--- src/rtl/prog_loader_pkg.sv ---
// Shared types and framing constants for the program loader.
package prog_loader_pkg;

  typedef enum logic [2:0] {
    S_IDLE,
    S_LEN_LO,
    S_LEN_HI,
    S_DATA,
    S_WRITE,
    S_CHECK,
    S_DONE,
    S_ERR
  } state_t;

  localparam int LEN_BYTES      = 2;
  localparam int BYTES_PER_WORD = 4;
  localparam int IDX_W          = $clog2(BYTES_PER_WORD);

endpackage

--- src/rtl/prog_loader_byte_packer.sv ---
// Little-endian 8-to-32 word assembler with running XOR of accepted bytes.
module prog_loader_byte_packer
  import prog_loader_pkg::*;
(
  input  logic                          clk,
  input  logic                          rst_n,
  input  logic                          clr,
  input  logic                          in_valid,
  input  logic [7:0]                    in_byte,
  output logic [8*BYTES_PER_WORD-1:0]   word,
  output logic                          word_ready,
  output logic [7:0]                    csum
);

  logic [IDX_W-1:0] idx;

  // Last lane of the word being accepted this cycle.
  assign word_ready = in_valid && (idx == IDX_W'(BYTES_PER_WORD - 1));

  // Lane fill, index advance (wraps per word) and checksum accumulation.
  always_ff @(posedge clk or negedge rst_n) begin
    if (!rst_n) begin
      idx  <= '0;
      word <= '0;
      csum <= '0;
    end else if (clr) begin
      idx  <= '0;
      csum <= '0;
    end else if (in_valid) begin
      word[idx*8 +: 8] <= in_byte;
      idx              <= idx + 1'b1;
      csum             <= csum ^ in_byte;
    end
  end

endmodule

--- src/rtl/prog_loader.sv ---
// Byte-stream program loader: fills instruction RAM from a framed byte
// stream and releases the core only after a verified load.
module prog_loader
  import prog_loader_pkg::*;
#(
  parameter int RAM_WIDTH  = 32,
  parameter int RAM_DEPTH  = 9,
  parameter int START_ADDR = 0,
  parameter int END_ADDR   = 5
) (
  input  logic                 clk,
  input  logic                 reset,
  input  logic                 start,
  input  logic                 byte_valid,
  input  logic [7:0]           byte_data,
  output logic                 byte_ready,
  output logic                 mem_we,
  output logic [RAM_DEPTH-1:0] mem_addr,
  output logic [RAM_WIDTH-1:0] mem_wdata,
  output logic                 cpu_reset,
  output logic                 done,
  output logic                 error
);

  localparam int unsigned            CAP   = END_ADDR - START_ADDR + 1;
  localparam logic [RAM_DEPTH-1:0]   ADDR0 = RAM_DEPTH'(START_ADDR);
  localparam int                     LEN_W = 8 * LEN_BYTES;

  state_t             state, state_n;
  logic [7:0]         len_lo;
  logic [LEN_W-1:0]   len_n, words_left;
  logic               hs, start_ok, last_word, pk_valid, word_ready;
  logic [7:0]         csum;

  assign hs        = byte_valid && byte_ready;
  assign start_ok  = start && (state inside {S_IDLE, S_DONE, S_ERR});
  assign len_n     = {byte_data, len_lo};
  assign last_word = (words_left == LEN_W'(1));
  assign pk_valid  = (state == S_DATA) && byte_valid;

  // Word assembly only 32-bit wide; mem_wdata is driven straight from it.
  prog_loader_byte_packer u_packer (
    .clk        (clk),
    .rst_n      (reset),
    .clr        (start_ok),
    .in_valid   (pk_valid),
    .in_byte    (byte_data),
    .word       (mem_wdata),
    .word_ready (word_ready),
    .csum       (csum)
  );

  // State register.
  always_ff @(posedge clk or negedge reset) begin
    if (!reset) state <= S_IDLE;
    else        state <= state_n;
  end

  // Next-state decode plus handshake/write strobes.
  always_comb begin
    state_n    = state;
    byte_ready = 1'b0;
    mem_we     = 1'b0;
    case (state)
      S_IDLE, S_DONE, S_ERR: if (start) state_n = S_LEN_LO;
      S_LEN_LO: begin
        byte_ready = 1'b1;
        if (byte_valid) state_n = S_LEN_HI;
      end
      S_LEN_HI: begin
        byte_ready = 1'b1;
        if (byte_valid) begin
          if (32'(len_n) > CAP)      state_n = S_ERR;
          else if (len_n == '0)      state_n = S_CHECK;
          else                       state_n = S_DATA;
        end
      end
      S_DATA: begin
        byte_ready = 1'b1;
        if (word_ready) state_n = S_WRITE;
      end
      S_WRITE: begin
        mem_we  = 1'b1;
        state_n = last_word ? S_CHECK : S_DATA;
      end
      S_CHECK: begin
        byte_ready = 1'b1;
        if (byte_valid) state_n = (byte_data == csum) ? S_DONE : S_ERR;
      end
      default: state_n = S_IDLE;
    endcase
  end

  // Length capture, address/word counting and sticky status flags.
  always_ff @(posedge clk or negedge reset) begin
    if (!reset) begin
      len_lo     <= '0;
      words_left <= '0;
      mem_addr   <= ADDR0;
      cpu_reset  <= 1'b1;
      done       <= 1'b0;
      error      <= 1'b0;
    end else begin
      if (start_ok) begin
        mem_addr  <= ADDR0;
        cpu_reset <= 1'b1;
        done      <= 1'b0;
        error     <= 1'b0;
      end
      if (state == S_LEN_LO && hs) len_lo     <= byte_data;
      if (state == S_LEN_HI && hs) words_left <= len_n;
      if (state == S_WRITE) begin
        words_left <= words_left - 1'b1;
        // Holding on the last word keeps mem_addr within END_ADDR.
        if (!last_word) mem_addr <= mem_addr + 1'b1;
      end
      if (state_n == S_DONE && state != S_DONE) begin
        cpu_reset <= 1'b0;
        done      <= 1'b1;
      end
      if (state_n == S_ERR && state != S_ERR) error <= 1'b1;
    end
  end

endmodule

--- config.mk ---
export PLATFORM = sky130hd
export DESIGN_NAME = prog_loader
export DESIGN_NICKNAME = d
export VERILOG_FILES = /design/src/rtl/prog_loader_pkg.sv /design/src/rtl/prog_loader_byte_packer.sv /design/src/rtl/prog_loader.sv
export SDC_FILE = /design/constraint.sdc
export NUM_CORES = 1
export LEC_CHECK = 0
export CAP_MARGIN = 20
export CORE_MARGIN = 2
export CORE_UTILIZATION = 55
export CTS_BUF_LIST = sky130_fd_sc_hd__clkbuf_4
export DETAILED_ROUTE_END_ITERATION = 12
export PLACE_DENSITY = 0.81
export SYNTH_ARGS = -nofsm -noshare
export SYNTH_HDL_FRONTEND = slang
export SYNTH_SLANG_ARGS = --single-unit
--- constraint.sdc ---
create_clock -name clk -period 3.39 [get_ports clk]
set_input_delay 0.678 -clock clk [delete_from_list [all_inputs] [get_ports clk]]
set_output_delay 0.678 -clock clk [all_outputs]
set_load 0.01 [all_outputs]
==> key figures, run 1 <==
Status
  • Outcome: completed

Routing
  • Antenna-violating nets left: 0
  • DR DRC count: 0
  • Via count: between 3000 and 4000
  • Pre-antenna DRT Iters: 4
  • Routed vias/inst: 5.76
  • Detailed Route WL: roughly 9500 µm
  • Avg WL per Cell: 15.9 µm
  • Initial DRC count: approximately 230

Floorplanning
  • Die extent in y: 90.1 µm
  • I/O pin count: between 50 and 60
  • Initial core utilization: 0.565
  • Full die area: about 8100 µm²
  • Chip Width: between 90 and 100 µm
  • # rows: 31
  • Core footprint: 7210 µm²

Synthesis
  • Synth Flop Type: dfrtp_1
  • Most area-consuming cells after synthesis: dfrtp_1, nand2_1, o21ai_0
  • Syn Inst Count: 444
  • Register area share after synthesis: 0.498
  • Post-synth net total: 464
  • Fraction of synthesis flops using an asynchronous set or reset pin: 1.00
  • Mapped Avg Cell Area: around 9 µm²
  • Post-synth EDFFs: 0
  • #FFs+latches synth: 81
  • Cell Area, Synth: 4070 µm²
  • Synthesis warning total: 0
  • Top cell type's share of synthesized area: 0.491
  • Yosys top cell by area: dfrtp_1
  • Cell variety after synth: 56

Global route
  • Global-route wire length before repair: 15900 µm
  • Vias in the first global route: 3271
  • Initial antenna violation count: 0
  • GR Overflow Total: 0
  • Largest net degree at the start of global routing: about 80
  • Aggregate global-route resource usage: 0.245

Setup path
  • Critical Path Sink Type: output port
  • Worst Path Buf+Inv: 2
  • Critical path arrival: 2420 ps
  • Reg-to-reg startpoint: words_left[12]
  • Setup crit start: state[1]
  • Cell Chain, Critical Path: or3b_1 -> clkinv_1 -> clkdlybuf4s50_1
  • Critical path's largest stage delay: 610 ps
  • Critical Path Start Type: flop
  • Worst EP required: approximately 2700 ps
  • Crit-path max FO: 17
  • CP top delay family: buffers and inverters
  • Setup CP Type: reg -> out
  • Max stage delay cell, worst path: or3b_1

STA
  • Max Fclk: 323 MHz
  • Final setup viols: 0
  • Setup TNS: 0 ps
  • RSZ-0062 raised after global routing: no
  • Max_slew headroom: 0.394
  • Final min period: between 3000 and 4000 ps
  • Skew final: 13.0 ps
  • Worst Tran Pin Value: 902 ps
  • Final period utilization: 0.912
  • Max-slew violation count: 0
  • Final Hold Fails: 0

Clocking
  • TritonCTS clock tree: built
  • H-tree depth: 3
  • Post-CTS Setup Repair Bufs: 0
  • CTS Buffer Depth: 2
  • Clock transition at path regs: 120 ps
  • TritonCTS sink count: 81
  • Clk Latency, worst-skew pair: 440 ps
  • Post-cts resize count: 0
  • CTS Buf Count: 9
  • CTS root buffer: clkbuf_4
  • Hold_buf cts: 0

Pwr
  • Leakage: 0.00203 µW
  • Power density over the cells: 779 nW/µm²
  • VDD IR max: 458 µV

Cells and area
  • Fill cell count: 570
  • Most frequent cells in the layout: nand2_1, dfrtp_1, o21ai_0, clkdlybuf4s50_1, nor2_1
  • Proportion of layout cells with a drive suffix above 1: 0.0938
  • # diodes: 0
  • Nets: approximately 520
  • Area of the multi-input gates: 1870 µm²
  • Seq. cell area: 2030 µm²
  • Area Overhead vs Synth: 19.8%
  • Post-route insts no fill: 600
  • Most common cell after layout, fill and taps aside: nand2_1

Placed design
  • Final HPWL DP: 6490 µm
  • Gp weighted congestion: 0.911
  • # placed instances: 583
  • # port buffers: 57

Run
  • Max Cap Viol: 0

Hold path
  • Worst min path class: in -> async
==> area by class of cell <==
type,instances,share of cell area
Sequential cell,81,0.416
Multi-Input combinational cell,324,0.383
Timing Repair Buffer,69,0.139
Tap cell,99,0.0254
Clock buffer,11,0.0169
Clock inverter,5,0.0115
Inverter,11,0.00846
==> per-layer routing <==
layer | vias up | GRT usage | wire length, µm
li1 | 1669 | - | -
met1 | 1674 | 0.341 | 4170
met2 | 96 | 0.378 | 4590
met3 | 17 | 0.0528 | 527
met4 | 0 | 0.0987 | 228
met5 | - | 0 | 0
==> synthesized netlist by cell type (all sizes together), types with 6 or more instances <==
library cell and instances:
mux2 8, nand2 108, dfrtp 80, nand3 17
clkbuf 24, o21ai 60, o311ai 6, inv 10
nor3 9, a21oi 7, xnor2 8, nor2 21
ha 8
==> report_power, final <==
part           internal [µW]  switching [µW]  total (µW)
Sequential              1320             372        1690
Combinational            741             791        1530
Clock                    240             337         577
Total                   2300            1500        3800
==> path summary, 6_finish.rpt <==
kind	slack, ps	end	cells after the start
worst max-delay path	300	mem_we	3
min in group clk	470	cpu_reset	2
worst max register to register	980	done	5
worst min register to register	470	cpu_reset	2
worst min-delay path	140	u_packer.word[29]	1
max in group asynchronous	2630	cpu_reset	2
==> per-stage QoR <==
stage	setup WS, ps	power [µW]	hold slack, ps	util	instance area [µm²]
after floorplan	1260	2630	382	-	4070
after global placement	706	3160	449	0.653	4710
after detailed placement	597	3220	454	0.653	4710
after CTS	301	3800	424	0.673	4850
after global routing	146	4090	119	0.676	4880
final	297	3800	138	0.676	4880
==> sequential cells by signal, summed over array words and instances (netlist names) <==
register	flops
cpu_reset	1
done	1
error	1
len_lo	8
mem_addr	9
state	3
u_packer.csum	8
u_packer.idx	2
u_packer.word	32
words_left	16
==> worst register-to-register path: stages (launching register included) <==
cell and delay, ps:
dfrtp_1 450, or4_1 640, nor4_1 320, a21o_1 380
a32oi_1 230, a32o_1 300
==> cells by family (layout without fill, tap and decap cells) <==
kind of cell	count (synthesis)	after routing	share of synthesized area
buf+inv	39	96	0.0433
mux	13	13	0.0344
flops	81	81	0.498
xor+xnor	9	9	0.0193
fa+ha+maj	8	8	0.0246
compound gates	107	107	0.168
simple gates	187	187	0.212
No activity file was read; power rests on OpenSTA's default activity.
==> inputs of run 2 (changes only) <==
--- a/config.mk
+++ b/config.mk
@@ -11,6 +11,7 @@
 export CTS_BUF_LIST = sky130_fd_sc_hd__clkbuf_4
 export DETAILED_ROUTE_END_ITERATION = 12
 export PLACE_DENSITY = 0.81
+export SETUP_SLACK_MARGIN = 0.5
 export SYNTH_ARGS = -nofsm -noshare
 export SYNTH_HDL_FRONTEND = slang
 export SYNTH_SLANG_ARGS = --single-unit
==> key figures, run 2 (synthesized netlist as in run 1, its figures left out) <==
Floorplanning
  • I/O pin count: 58 (unchanged)
  • Chip Width: 90.1 µm (unchanged)
  • Full die area: 8110 µm² (unchanged)
  • Die extent in y: 90.1 µm (unchanged)
  • Core footprint: 7210 µm² (unchanged)
  • # rows: 31 (unchanged)
  • Initial core utilization: 0.565 (unchanged)

Routing
  • DR DRC count: 0 (unchanged)
  • Detailed Route WL: 9560 µm (+0.51%)
  • Via count: 3470 (+0.41%)
  • Avg WL per Cell: 15.9 µm (about the same)
  • Antenna-violating nets left: 0 (unchanged)
  • Pre-antenna DRT Iters: 5 (+1)
  • Initial DRC count: 219 (-6.4%)
  • Routed vias/inst: 5.75 (about the same)

Global route
  • Initial antenna violation count: 0 (unchanged)
  • Largest net degree at the start of global routing: 82 (unchanged)
  • Vias in the first global route: 3291 (+0.61%)
  • GR Overflow Total: 0 (unchanged)
  • Global-route wire length before repair: 16000 µm (+0.74%)
  • Aggregate global-route resource usage: 0.247 (+0.00181)

STA
  • Final Hold Fails: 0 (unchanged)
  • Max Fclk: 360 MHz (+11%)
  • Setup TNS: 0 ps (unchanged)
  • Final period utilization: 0.818 (-0.0940)
  • RSZ-0062 raised after global routing: no
  • WHS: 145 ps (+7.31 ps)
  • Skew final: 12.3 ps (-0.651 ps)
  • Max_slew headroom: 0.391 (-0.00287)
  • Final setup viols: 0 (unchanged)
  • Max-slew violation count: 0 (unchanged)
  • Final min period: 2770 ps (-319 ps)
  • Worst Tran Pin Value: 911 ps (+9.27 ps)

Placed design
  • Final HPWL DP: 6490 µm (unchanged)
  • Gp weighted congestion: 0.911 (unchanged)
  • # port buffers: 57 (unchanged)

Clocking
  • Clock transition at path regs: 130 ps (about the same)
  • CTS root buffer: clkbuf_4
  • Hold_buf cts: 0 (unchanged)
  • CTS Buf Count: 9 (unchanged)
  • TritonCTS clock tree: built
  • TritonCTS sink count: 81 (unchanged)
  • CTS Buffer Depth: 2 (unchanged)
  • Clk Latency, worst-skew pair: 430 ps (about the same)
  • H-tree depth: 3 (unchanged)

Pwr
  • Sw Pwr: 1510 µW (+0.73%)
  • Power density over the cells: 782 nW/µm² (+0.40%)
  • Internal cell power: 2330 µW (+1.3%)
  • Comb power frac: 0.419 (+0.016)
  • Sequential share of power: 0.430 (-0.015)
  • Switching share of power: 0.393 (-0.00132)
  • Clock power frac: 0.151 (about the same)
  • Leakage: 0.00204 µW (+0.52%)
  • VDD IR max: 411 µV (-10%)

Setup path
  • Critical path arrival: 2100 ps (-320 ps)
  • Critical Path Sink Type: output port
  • Crit-path max FO: 10 (-7)
  • Setup CP Type: reg -> out
  • Worst EP required: 2710 ps (about the same)
  • Critical Path Start Type: flop

Status
  • Outcome: completed

Hold path
  • Worst min path class: in -> async

Cells and area
  • Proportion of layout cells with a drive suffix above 1: 0.109 (+0.0153)
  • Most frequent cells in the layout: nand2_1, dfrtp_1, o21ai_0, clkdlybuf4s50_1, nor2_1
  • Largest Register: u_packer.word
  • Largest regs: u_packer.word (32), words_left (16), mem_addr (9)
  • Most common cell after layout, fill and taps aside: nand2_1
  • Area Overhead vs Synth: 20.6%
  • Max reg flops: 32 (unchanged)
  • # diodes: 0 (unchanged)
  • Nets: 519 (+0.58%)

Run
  • Max Cap Viol: 0 (unchanged)
-- run 2: power by group through the flow --
stage	combinational [µW]	sequential [µW]	clock (µW)
after floorplan	980	1650	0
after global placement	1470	1690	0
after detailed placement	1520	1700	0
after CTS	1560	1670	590
after global routing	1790	1710	633
final	1610	1650	579
-- run 2: area by class of cell --
class	instances	area [µm²]
clock buffer	11	82.6
clock inverter	5	56.3
fill	568	2300
inverter	11	45.0
multi-input combinational	324	1870
sequential	81	2030
tap	99	124
timing repair buffer	72	701
-- run 2: timing repair --
item	4_1_cts	5_1_grt
gates resized for setup	4	1
setup buffers	1	2
endpoints found under the hold margin	0	0
endpoints found under the setup margin	1	1
-- run 2: layer usage --
metal	up-vias	track usage	share of wire
met5	-	0	0
met4	0	0.0987	0.022
met3	17	0.0528	0.056
met2	94	0.382	0.48
met1	1677	0.343	0.44
li1	1682	-	-
-- run 2: metrics by stage --
step,total power [µW],area (µm²),worst slack [ps],utilization,cells
floorplan,2630,4070,1260,-,444
global placement,3160,4710,706,0.653,583
detailed placement,3220,4710,597,0.653,583
CTS,3820,4870,523,0.674,600
global route,4130,4910,511,0.681,603
finish,3840,4910,615,0.681,603
-- run 2: critical path: stages, from the launching register on --
cell and delay [ps]:
dfrtp_2 460, or3b_4 470, clkinvlp_4 190, clkdlybuf4s50_1 560
-- run 2: final timing paths --
check / start / end / slack (ps) / depth (start not counted)
min in group clk: cpu_reset / cpu_reset / 470 / 2
max in group asynchronous: reset / cpu_reset / 2620 / 2
hold / removal: reset / u_packer.word[29] / 150 / 1
setup / recovery: state[0] / mem_we / 620 / 3
hold reg to reg: cpu_reset / cpu_reset / 470 / 2
setup reg to reg: words_left[12] / done / 960 / 5
